$ cat src/rtl/exec_unit.sv
// Execute stage of the 8-bit accumulator CPU.
// Accepts one instruction byte per valid/ready handshake, owns the accumulator
// and zero/carry flags, runs a held-request data-memory handshake for memory
// operands, issues a one-cycle PC-load pulse for taken branches and stops
// permanently on HLT until reset.
module exec_unit #(
    parameter int BITS = 8
) (
    input  logic            clk,
    input  logic            reset,
    input  logic            instr_valid,
    input  logic [BITS-1:0] instr,
    output logic            instr_ready,
    output logic            mem_req,
    output logic            mem_we,
    output logic [BITS-1:0] mem_addr,
    output logic [BITS-1:0] mem_wdata,
    input  logic            mem_ack,
    input  logic [BITS-1:0] mem_rdata,
    output logic            pc_load,
    output logic [BITS-1:0] pc_target,
    output logic [BITS-1:0] acc,
    output logic            zero,
    output logic            carry,
    output logic            halted
);

    typedef enum logic [1:0] {
        IDLE = 2'd0,
        MEM  = 2'd1,
        HALT = 2'd2
    } state_t;

    localparam logic [3:0] OP_LDI  = 4'h1;
    localparam logic [3:0] OP_LDM  = 4'h2;
    localparam logic [3:0] OP_STM  = 4'h3;
    localparam logic [3:0] OP_ADD  = 4'h4;
    localparam logic [3:0] OP_SUB  = 4'h5;
    localparam logic [3:0] OP_AND  = 4'h6;
    localparam logic [3:0] OP_OR   = 4'h7;
    localparam logic [3:0] OP_XOR  = 4'h8;
    localparam logic [3:0] OP_SHL  = 4'h9;
    localparam logic [3:0] OP_SHR  = 4'hA;
    localparam logic [3:0] OP_JMP  = 4'hB;
    localparam logic [3:0] OP_JZ   = 4'hC;
    localparam logic [3:0] OP_JC   = 4'hD;
    localparam logic [3:0] OP_LDIH = 4'hE;
    localparam logic [3:0] OP_HLT  = 4'hF;

    state_t          state;
    state_t          state_nxt;
    logic            accept;
    logic [3:0]      op;
    logic [3:0]      arg;
    logic [BITS-1:0] arg_ext;
    logic            op_is_mem;
    logic [3:0]      op_q;

    logic            reg_wr;
    logic [BITS-1:0] reg_acc;
    logic            reg_cwr;
    logic            reg_c;
    logic            br_taken;

    logic [BITS:0]   sum;
    logic [BITS:0]   diff;
    logic            alu_wr;
    logic [BITS-1:0] alu_acc;
    logic            alu_cwr;
    logic            alu_c;

    assign op        = instr[BITS-1:BITS-4];
    assign arg       = instr[3:0];
    assign arg_ext   = {{(BITS-4){1'b0}}, arg};
    assign op_is_mem = (op >= OP_LDM) && (op <= OP_XOR);

    // State register; reset always lands in IDLE, including from HALT.
    always_ff @(posedge clk) begin
        if (reset) state <= IDLE;
        else       state <= state_nxt;
    end

    // Next-state and handshake decode; ready only while idle.
    always_comb begin
        state_nxt   = state;
        instr_ready = 1'b0;
        accept      = 1'b0;
        case (state)
            IDLE: begin
                instr_ready = 1'b1;
                accept      = instr_valid;
                if (instr_valid) begin
                    if (op == OP_HLT)   state_nxt = HALT;
                    else if (op_is_mem) state_nxt = MEM;
                end
            end
            MEM:     if (mem_ack) state_nxt = IDLE;
            HALT:    state_nxt = HALT;
            default: state_nxt = IDLE;
        endcase
    end

    // Single-cycle register ops and branch decision from the current flags.
    always_comb begin
        reg_wr   = 1'b0;
        reg_acc  = acc;
        reg_cwr  = 1'b0;
        reg_c    = carry;
        br_taken = 1'b0;
        case (op)
            OP_LDI:  begin reg_wr = 1'b1; reg_acc = arg_ext; end
            OP_SHL:  begin reg_wr = 1'b1; reg_acc = {acc[BITS-2:0], 1'b0};
                           reg_cwr = 1'b1; reg_c = acc[BITS-1]; end
            OP_SHR:  begin reg_wr = 1'b1; reg_acc = {1'b0, acc[BITS-1:1]};
                           reg_cwr = 1'b1; reg_c = acc[0]; end
            OP_LDIH: begin reg_wr = 1'b1; reg_acc = {arg, acc[BITS-5:0]}; end
            OP_JMP:  br_taken = 1'b1;
            OP_JZ:   br_taken = zero;
            OP_JC:   br_taken = carry;
            default: ;
        endcase
    end

    // Memory-operand result, selected by the opcode latched at accept.
    // The extra top bit of sum/diff is the carry-out / borrow.
    always_comb begin
        sum     = {1'b0, acc} + {1'b0, mem_rdata};
        diff    = {1'b0, acc} - {1'b0, mem_rdata};
        alu_wr  = 1'b1;
        alu_acc = acc;
        alu_cwr = 1'b0;
        alu_c   = carry;
        case (op_q)
            OP_LDM:  alu_acc = mem_rdata;
            OP_ADD:  begin alu_acc = sum[BITS-1:0];  alu_cwr = 1'b1; alu_c = sum[BITS];  end
            OP_SUB:  begin alu_acc = diff[BITS-1:0]; alu_cwr = 1'b1; alu_c = diff[BITS]; end
            OP_AND:  alu_acc = acc & mem_rdata;
            OP_OR:   alu_acc = acc | mem_rdata;
            OP_XOR:  alu_acc = acc ^ mem_rdata;
            default: alu_wr = 1'b0;
        endcase
    end

    // Architectural state, memory request and branch pulse updates.
    always_ff @(posedge clk) begin
        if (reset) begin
            acc       <= '0;
            zero      <= 1'b0;
            carry     <= 1'b0;
            pc_load   <= 1'b0;
            pc_target <= '0;
            mem_req   <= 1'b0;
            mem_we    <= 1'b0;
            mem_addr  <= '0;
            mem_wdata <= '0;
            halted    <= 1'b0;
            op_q      <= '0;
        end else begin
            pc_load <= 1'b0;
            if (accept) begin
                if (reg_wr) begin
                    acc  <= reg_acc;
                    zero <= (reg_acc == '0);
                end
                if (reg_cwr) carry <= reg_c;
                if (br_taken) begin
                    pc_load   <= 1'b1;
                    pc_target <= arg_ext;
                end
                if (op_is_mem) begin
                    mem_req   <= 1'b1;
                    mem_we    <= (op == OP_STM);
                    mem_addr  <= arg_ext;
                    mem_wdata <= acc;
                    op_q      <= op;
                end
                if (op == OP_HLT) halted <= 1'b1;
            end
            if ((state == MEM) && mem_ack) begin
                mem_req <= 1'b0;
                if (alu_wr) begin
                    acc  <= alu_acc;
                    zero <= (alu_acc == '0);
                end
                if (alu_cwr) carry <= alu_c;
            end
        end
    end

endmodule

$ cat config.mk
export PLATFORM = sky130hd
export DESIGN_NAME = exec_unit
export DESIGN_NICKNAME = d
export VERILOG_FILES = /design/src/rtl/exec_unit.sv
export SDC_FILE = /design/constraint.sdc
export NUM_CORES = 1
export LEC_CHECK = 0
export CORE_MARGIN = 3
export CORE_UTILIZATION = 50
export CTS_CLUSTER_SIZE = 30
export DETAILED_ROUTE_END_ITERATION = 12
export PLACE_DENSITY_LB_ADDON = 0.3
export SYNTH_ARGS = -nofsm -noshare
export SYNTH_HDL_FRONTEND = slang
export SYNTH_SLANG_ARGS = --single-unit
$ cat constraint.sdc
create_clock -name clk -period 3.8 [get_ports clk]
set_input_delay 0.76 -clock clk [delete_from_list [all_inputs] [get_ports clk]]
set_output_delay 0.76 -clock clk [all_outputs]
set_load 0.005 [all_outputs]
# After elaboration in Yosys (flattened, before gate mapping)
# Cells that the tools add are included.
[word_totals]
word_cells = 85
output_inout_bits = 39
inputBits = 20
reg_bits = 36
[op_classes]
n_eq_ne = 21
bitwise_logic = 4
reduce_logical = 15
order_cmp = 2
muxes = 29
add_sub_neg = 2
[op_table]
columns = ["cell", "n"]
rows = [
  ["case mux 8 bit (6 select lines)", 1],
  ["== test 4 bit (second input constant)", 8],
  ["two-way mux 8 bit", 4],
  ["case mux 8 bit (4 select lines)", 1],
  ["== test 4 x 3 -> 1 bit (second input constant)", 4],
  ["zero test 8 bit", 2],
  ["two-way mux 1 bit", 15],
  ["adder 8 x 8 -> 9 bit", 1],
  ["subtractor 8 x 8 -> 9 bit", 1],
  ["AND 8 bit", 1],
  ["== test 4 x 2 -> 1 bit (second input constant)", 2],
  ["two-way mux 2 bit", 4],
  ["bitwise OR 8 bit", 1],
  ["OR reduction 2 bit", 4],
  ["bitwise XOR 8 bit", 1],
  ["case mux 2 bit (3 select lines)", 1],
  ["AND reduction 2 bit", 3],
  ["OR reduction 6 bit", 1],
  ["== test 4 x 1 -> 1 bit (second input constant)", 1],
  ["greater-or-equal comparator 4 x 2 -> 1 bit (second input constant)", 1],
  ["<= comparator 4 bit (second input constant)", 1],
  ["inequality test 2 bit (second input constant)", 2],
  ["inequality test 4 x 2 -> 1 bit (second input constant)", 1],
  ["case mux 1 bit (2 select lines)", 2],
  ["9 further kinds", 10],
]

# Depth between registers and ports, before layout
[depth]
ltp_word = 7
depth_mapped = 10
ltp_nobuf = 10

# Worst setup path after synthesis
# OpenSTA, ideal clock, no wires.
[synth_path]
path_kind = "input -> register"
from = "in mem_rdata[4]"
to = "reg acc[5]"
n_path_buf = 1
slack_ns = 1.101
setup_time_ns = 0.071
t_required_ns = 3.729
path_stages = 10
arrival_time_ns = 2.629
path_cell_list = "inv_1 ha_1 buf_2 nor3_1 a2111oi_0 mux2i_1 or4_1 nand3_1 nand2_1 a21oi_1"
[synth_via]
elab_chain_len = 4
word_cells_on_any_way = 5
classes_between = "2 x add/sub; 3 x mux"
[synth_lines]
columns = ["item", "line_no", "rtl"]
rows = [
  ["start: declaration", "19", "input logic [BITS-1:0] mem_rdata,"],
  ["subtractor 8 x 8 -> 9 bit or adder 8 x 8 -> 9 bit (tied branches)", "128, 127", ""],
  ["case mux 8 bit (6 select lines) (*)", "133", "case (op_q)"],
  ["two-way mux 8 bit (*)", "181", "if (alu_wr) begin"],
  ["two-way mux 8 bit (*)", "179", "if ((state == MEM) && mem_ack) begin"],
  ["end signal: assignment", "162", "acc <= reg_acc;"],
  ["end signal: assignment", "182", "acc <= alu_acc;"],
  ["end: declaration", "22", "output logic [BITS-1:0] acc,"],
]
# Mark *: on every way between the ends. The rest lies on a longest branch, timed or not.
# A chain may end at the register's enable or synchronous reset.

# Worst setup path in the final report
[layout_path]
from = "in mem_rdata[1]"
to = "reg zero"
[layout_via]
elab_chain_len = 5
word_cells_on_any_way = 9
classes_between = "2 x add/sub; 3 x mux; 3 x bitwise; 1 x reduce/logical"
[layout_lines]
columns = ["item", "line_no", "rtl"]
rows = [
  ["subtractor 8 x 8 -> 9 bit, or another cell as far along", "128", "diff = {1'b0, acc} - {1'b0, mem_rdata};"],
  ["case mux 8 bit (6 select lines) (*)", "133", ""],
  ["zero test 8 bit (*)", "183", "zero <= (alu_acc == '0);"],
  ["two-way mux 1 bit (*)", "181", ""],
  ["two-way mux 1 bit (*)", "179", ""],
  ["end signal: assignment", "163", "zero <= (reg_acc == '0);"],
  ["end signal: assignment", "183", ""],
  ["end: declaration", "23", "output logic zero,"],
]
# Marked as above.

==> results.env <==
ANTENNA_CELLS_INSERTED=0
SYNTH.CELL_AREA_UM2=3153
COUNT_OF_FINAL_HOLD_CHECK_VIOLATIONS=0
SYNTH.TOP_CELLS.BY_AREA='dfxtp_1 (23%), mux2i_1 (9.8%), ha_1 (9.5%)'
TIMING.CRITICAL_PATH.REQUIRED_NS=3.98
SEQ_POWER_SHARE_PCT=39.5
LAYOUT-DRIVE-GT1-SHARE_PCT=5.345
SYNTHDOMINANTCELLAREASHARE_PCT=22.86
POST_SYNTH.CELL_AREA_AVG_UM2=7.728
FINAL_CORE_UTILIZATION_PCT=62.67
MAX_SLEW_HEADROOM_PCT=43.50
SYNTH_TOP_FLOP_CELL='dfxtp_1'
IOPINCOUNT=59
POST_SYNTH_MUX_AREA_SHARE_PCT=9.841
WORST-SLEW-PIN-TRANSITION_NS=0.8449
FINALCRITICALPERIOD_NS=3.343
CLK_LATENCY_WORST_SKEW_PAIR_NS=0.29
SYNTH_ENABLE_FLOP_CELLS=0
GR_OVERFLOW_TOTAL=0
H_TREE_DEPTH=2
CTS_POST_SETUP_BUFFERS_INSERTED=0
SEQ_AREA_FRAC_SYNTH_PCT=22.86
ASYNC_RESET_FF_SHARE_PCT=0
POST_SYNTH_FA_HA_MAJ_AREA_FRACTION_PCT=10.79
VIAS=3194
TNS_NS=0
INTERNAL-POWER_uW=714.4
CTS.HOLD.BUFFERS_ADDED=0
COMMONEST_CELLS_AFTER_ROUTING_FILL_AND_TAPS_ASIDE='nor2_1 (60), clkdlybuf4s50_1 (50), dfxtp_1 (36)'
PERIOD_SHARE_PCT=87.97
LAYOUTNONFILLERINSTCOUNT=524
TOTAL_NET_SWITCHING_POWER_uW=336.3
ROUTABILITYCONGESTION=0.9486
GRT_USAGE_PCT=24.60
DETAIL_ROUTE.WL_PER_CELL_UM=17.50
GRT_MAX_DEGREE=26
PWR-SHARE-CLK_PCT=32.3
HIGHEST-SIGNAL-LAYER='met4'
SETUP-VIOLATIONS-FINAL=0
SWSHARE_PCT=32.00
DESIGN.CORE.AREA_UM2=6026
FINAL_NET_COUNT=494
PWR_DENSITY_CELL_nW_PER_UM2=278.2
LAYOUT-AREA-OVERHEAD-VS-SYNTH_PCT=19.76
SYNTH_XOR_AREA_SHARE_PCT=0.2778
CP_DATA_ARRIVAL_TIME_NS=3.52
CTS.ROOT.BUFFER_CELL='clkbuf_8'
FIRST_PASS_ITERS=5
GRT_SETUP_UNREPAIRED='no'
SETUP.WORST_PATH.START_CLASS='primary input'
CTS-ROOT-TO-SINK-BUFFERS=2
DRTANTENNAVIOLNETS=0
HOLD_PATH_END='state[1]$_SDFFE_PP0P_'
CELLLEAKAGEPOWER_uW=0.001477
CTS.SINKS=36
CRITICAL_PATH.MAX_FANOUT=4
TIMING.CRITICAL_PATH.TO_TYPE='register'
WIRELENGTH_MET1_UM=4228
FIRST_GLOBAL_VIAS=2855
IR_WORST_VDD_uV=245.6
PLACED_CELLS=516
WORST_SETUP_HOLD_PATH_CLK_SLEW_NS=0.07
DOMINANT_COMBINATIONAL_CELL_FAMILY_BY_AREA_AFTER_SYNTHESIS='compound AO/OA/AOI/OAI gates'
YOSYS.CELL_TYPES.COUNT=61
ROWS=28
GRT_ANTENNA_BEFORE_REPAIR=0
WORST_R2R_PATH_DEPTH=9
MAX_FREQ_MHz=299.1
DIE-AREA_UM2=7295
SYNTH_AREA_LEADER_CELL='dfxtp_1'
ROUTE.DETAILED.VIAS_PER_INST=6.095
TIMING_WORST_SETUP_PATH_TYPE='primary input to register'
SYNTH-WARNING-COUNT=0
R2R_SLACK_NS=0.69
DRTITER0DRC=324
MET2ROUTEDLENGTH_UM=4187
POST_CTS_RESIZED=0
VERT_DIE_DIM_UM=85.41
STATUS='finished clean'
YS_SEQ_ELEMENTS=36
MAXCAPVIOLATIONS=0
CTS_TREE='built'
SHARE_COMB_OF_TOTAL_POWER_PCT=28.2
MET3_WIRELENGTH_UM=636
MIN_PATH_CELLS=1
CTS_MADE_BUFFERS=5
START_UTIL_PCT=52.33
TIMING.HOLD.WORST.CLASS='register to register'
LAYOUT_COMMONEST_CELL='nor2_1'
HPWL_UM=6878
DRC=0
PORT_BUFFERS=50
NETLIST_INSTANCES=408
TIMING.FINAL.MAX_SLEW_VIOLATIONS=0
GRT_PASS1_WL_UM=14630
SYNTH_SIMPLE_GATE_AREA_SHARE_PCT=21.35
CLOCK-SKEW-FINAL_NS=0.004543
TIMING.RR.START='acc[1]$_SDFF_PP0_'
RR_ENDPOINT='zero$_SDFF_PP0_'
SYNTH_COMPOUND_GATE_AREA_SHARE_PCT=26.43
FLOORPLAN.DIE.WIDTH_UM=85.41
ROUTED_WL_UM=9169
WHS_NS=0.4728
HOLD_START='state[0]$_SDFFE_PP0P_'
[power groups by stage]
stage               logic, uW  clock network, uW  registers [uW]
finish                    296                340             415
global route              323                360             418
CTS                       291                343             415
detailed placement        289                  0             423
global placement          287                  0             423
floorplan                 204                  0             413
[flip-flops by register name, indices dropped and copies added (netlist names)]
| name | cells |
|---|---|
| mem_req | 1 |
| state | 2 |
| mem_addr | 4 |
| halted | 1 |
| zero | 1 |
| acc | 8 |
| op_q | 4 |
| mem_we | 1 |
| pc_target | 4 |
| carry | 1 |
| mem_wdata | 8 |
| pc_load | 1 |
[worst max-delay path by stage]
stage	from	to	slack (ns)	depth (start not counted)
floorplan	mem_rdata[4]	acc[5]$_SDFF_PP0_	1.10	10
global placement	mem_rdata[4]	acc[5]$_SDFF_PP0_	0.27	10
detailed placement	mem_rdata[4]	acc[5]$_SDFF_PP0_	0.23	10
CTS	mem_rdata[4]	acc[5]$_SDFF_PP0_	0.51	10
global route	mem_rdata[4]	acc[5]$_SDFF_PP0_	0.23	10
finish	mem_rdata[1]	zero$_SDFF_PP0_	0.46	10
[synth_stat cells (4+ instances only)]
master and count:
o22ai_1 10, a211oi_1 10, o21ai_0 15, o211ai_1 4
o21bai_1 5, ha_1 24, nor3b_1 6, nand3_1 6
buf_2 6, a31oi_1 4, nand2_1 26, clkbuf_1 14
dfxtp_1 36, a32oi_1 4, nor2_1 60, inv_1 25
nor3_1 12, nand2b_1 7, mux2i_1 31, a21oi_1 24
buf_4 9, nor2b_1 6
[critical path, stage by stage]
cell and delay, ns:
clkdlybuf4s50_1 0.58, inv_1 0.12, ha_1 0.34, a211oi_1 0.13, o31ai_1 0.56, a41oi_1 0.22
a2111oi_0 0.42, o31ai_1 0.15, nand4_1 0.15, o41ai_2 0.10
[per-stage QoR]
stage / power, uW / setup WS [ns] / area (um^2)
6_report: 1051 / 0.4570 / 3776
4_1_cts: 1049 / 0.5129 / 3776
3_5_place_dp: 712.5 / 0.2284 / 3665
5_1_grt: 1101 / 0.2335 / 3776
3_3_place_gp: 709.7 / 0.2653 / 3665
2_1_floorplan: 616.6 / 1.101 / 3179
[routing by layer]
layer | global-route usage (%) | up-vias
met3 | 4.272 | 17
met5 | 0 | -
met2 | 36.94 | 144
met1 | 36.61 | 1498
li1 | - | 1535
met4 | 5.468 | 0
[layout make-up]
| class | count | area (um^2) |
|---|---|---|
| Multi-Input combinational cell | 322 | 2196 |
| Clock buffer | 5 | 68.82 |
| Timing Repair Buffer | 58 | 560.5 |
| Inverter | 25 | 93.84 |
| Clock inverter | 3 | 42.54 |
| Sequential cell | 36 | 720.7 |
| Fill cell | 554 | 2250 |
| Tap cell | 75 | 93.84 |
[cells by family after synthesis]
logic type      Yosys count
mux                      31
fa+ha+maj                26
compound gates          115
xor+xnor                  1
other cells               1
buf+inv                  57
flops                    36
simple gates            141
(Power assumes the default switching activity.)
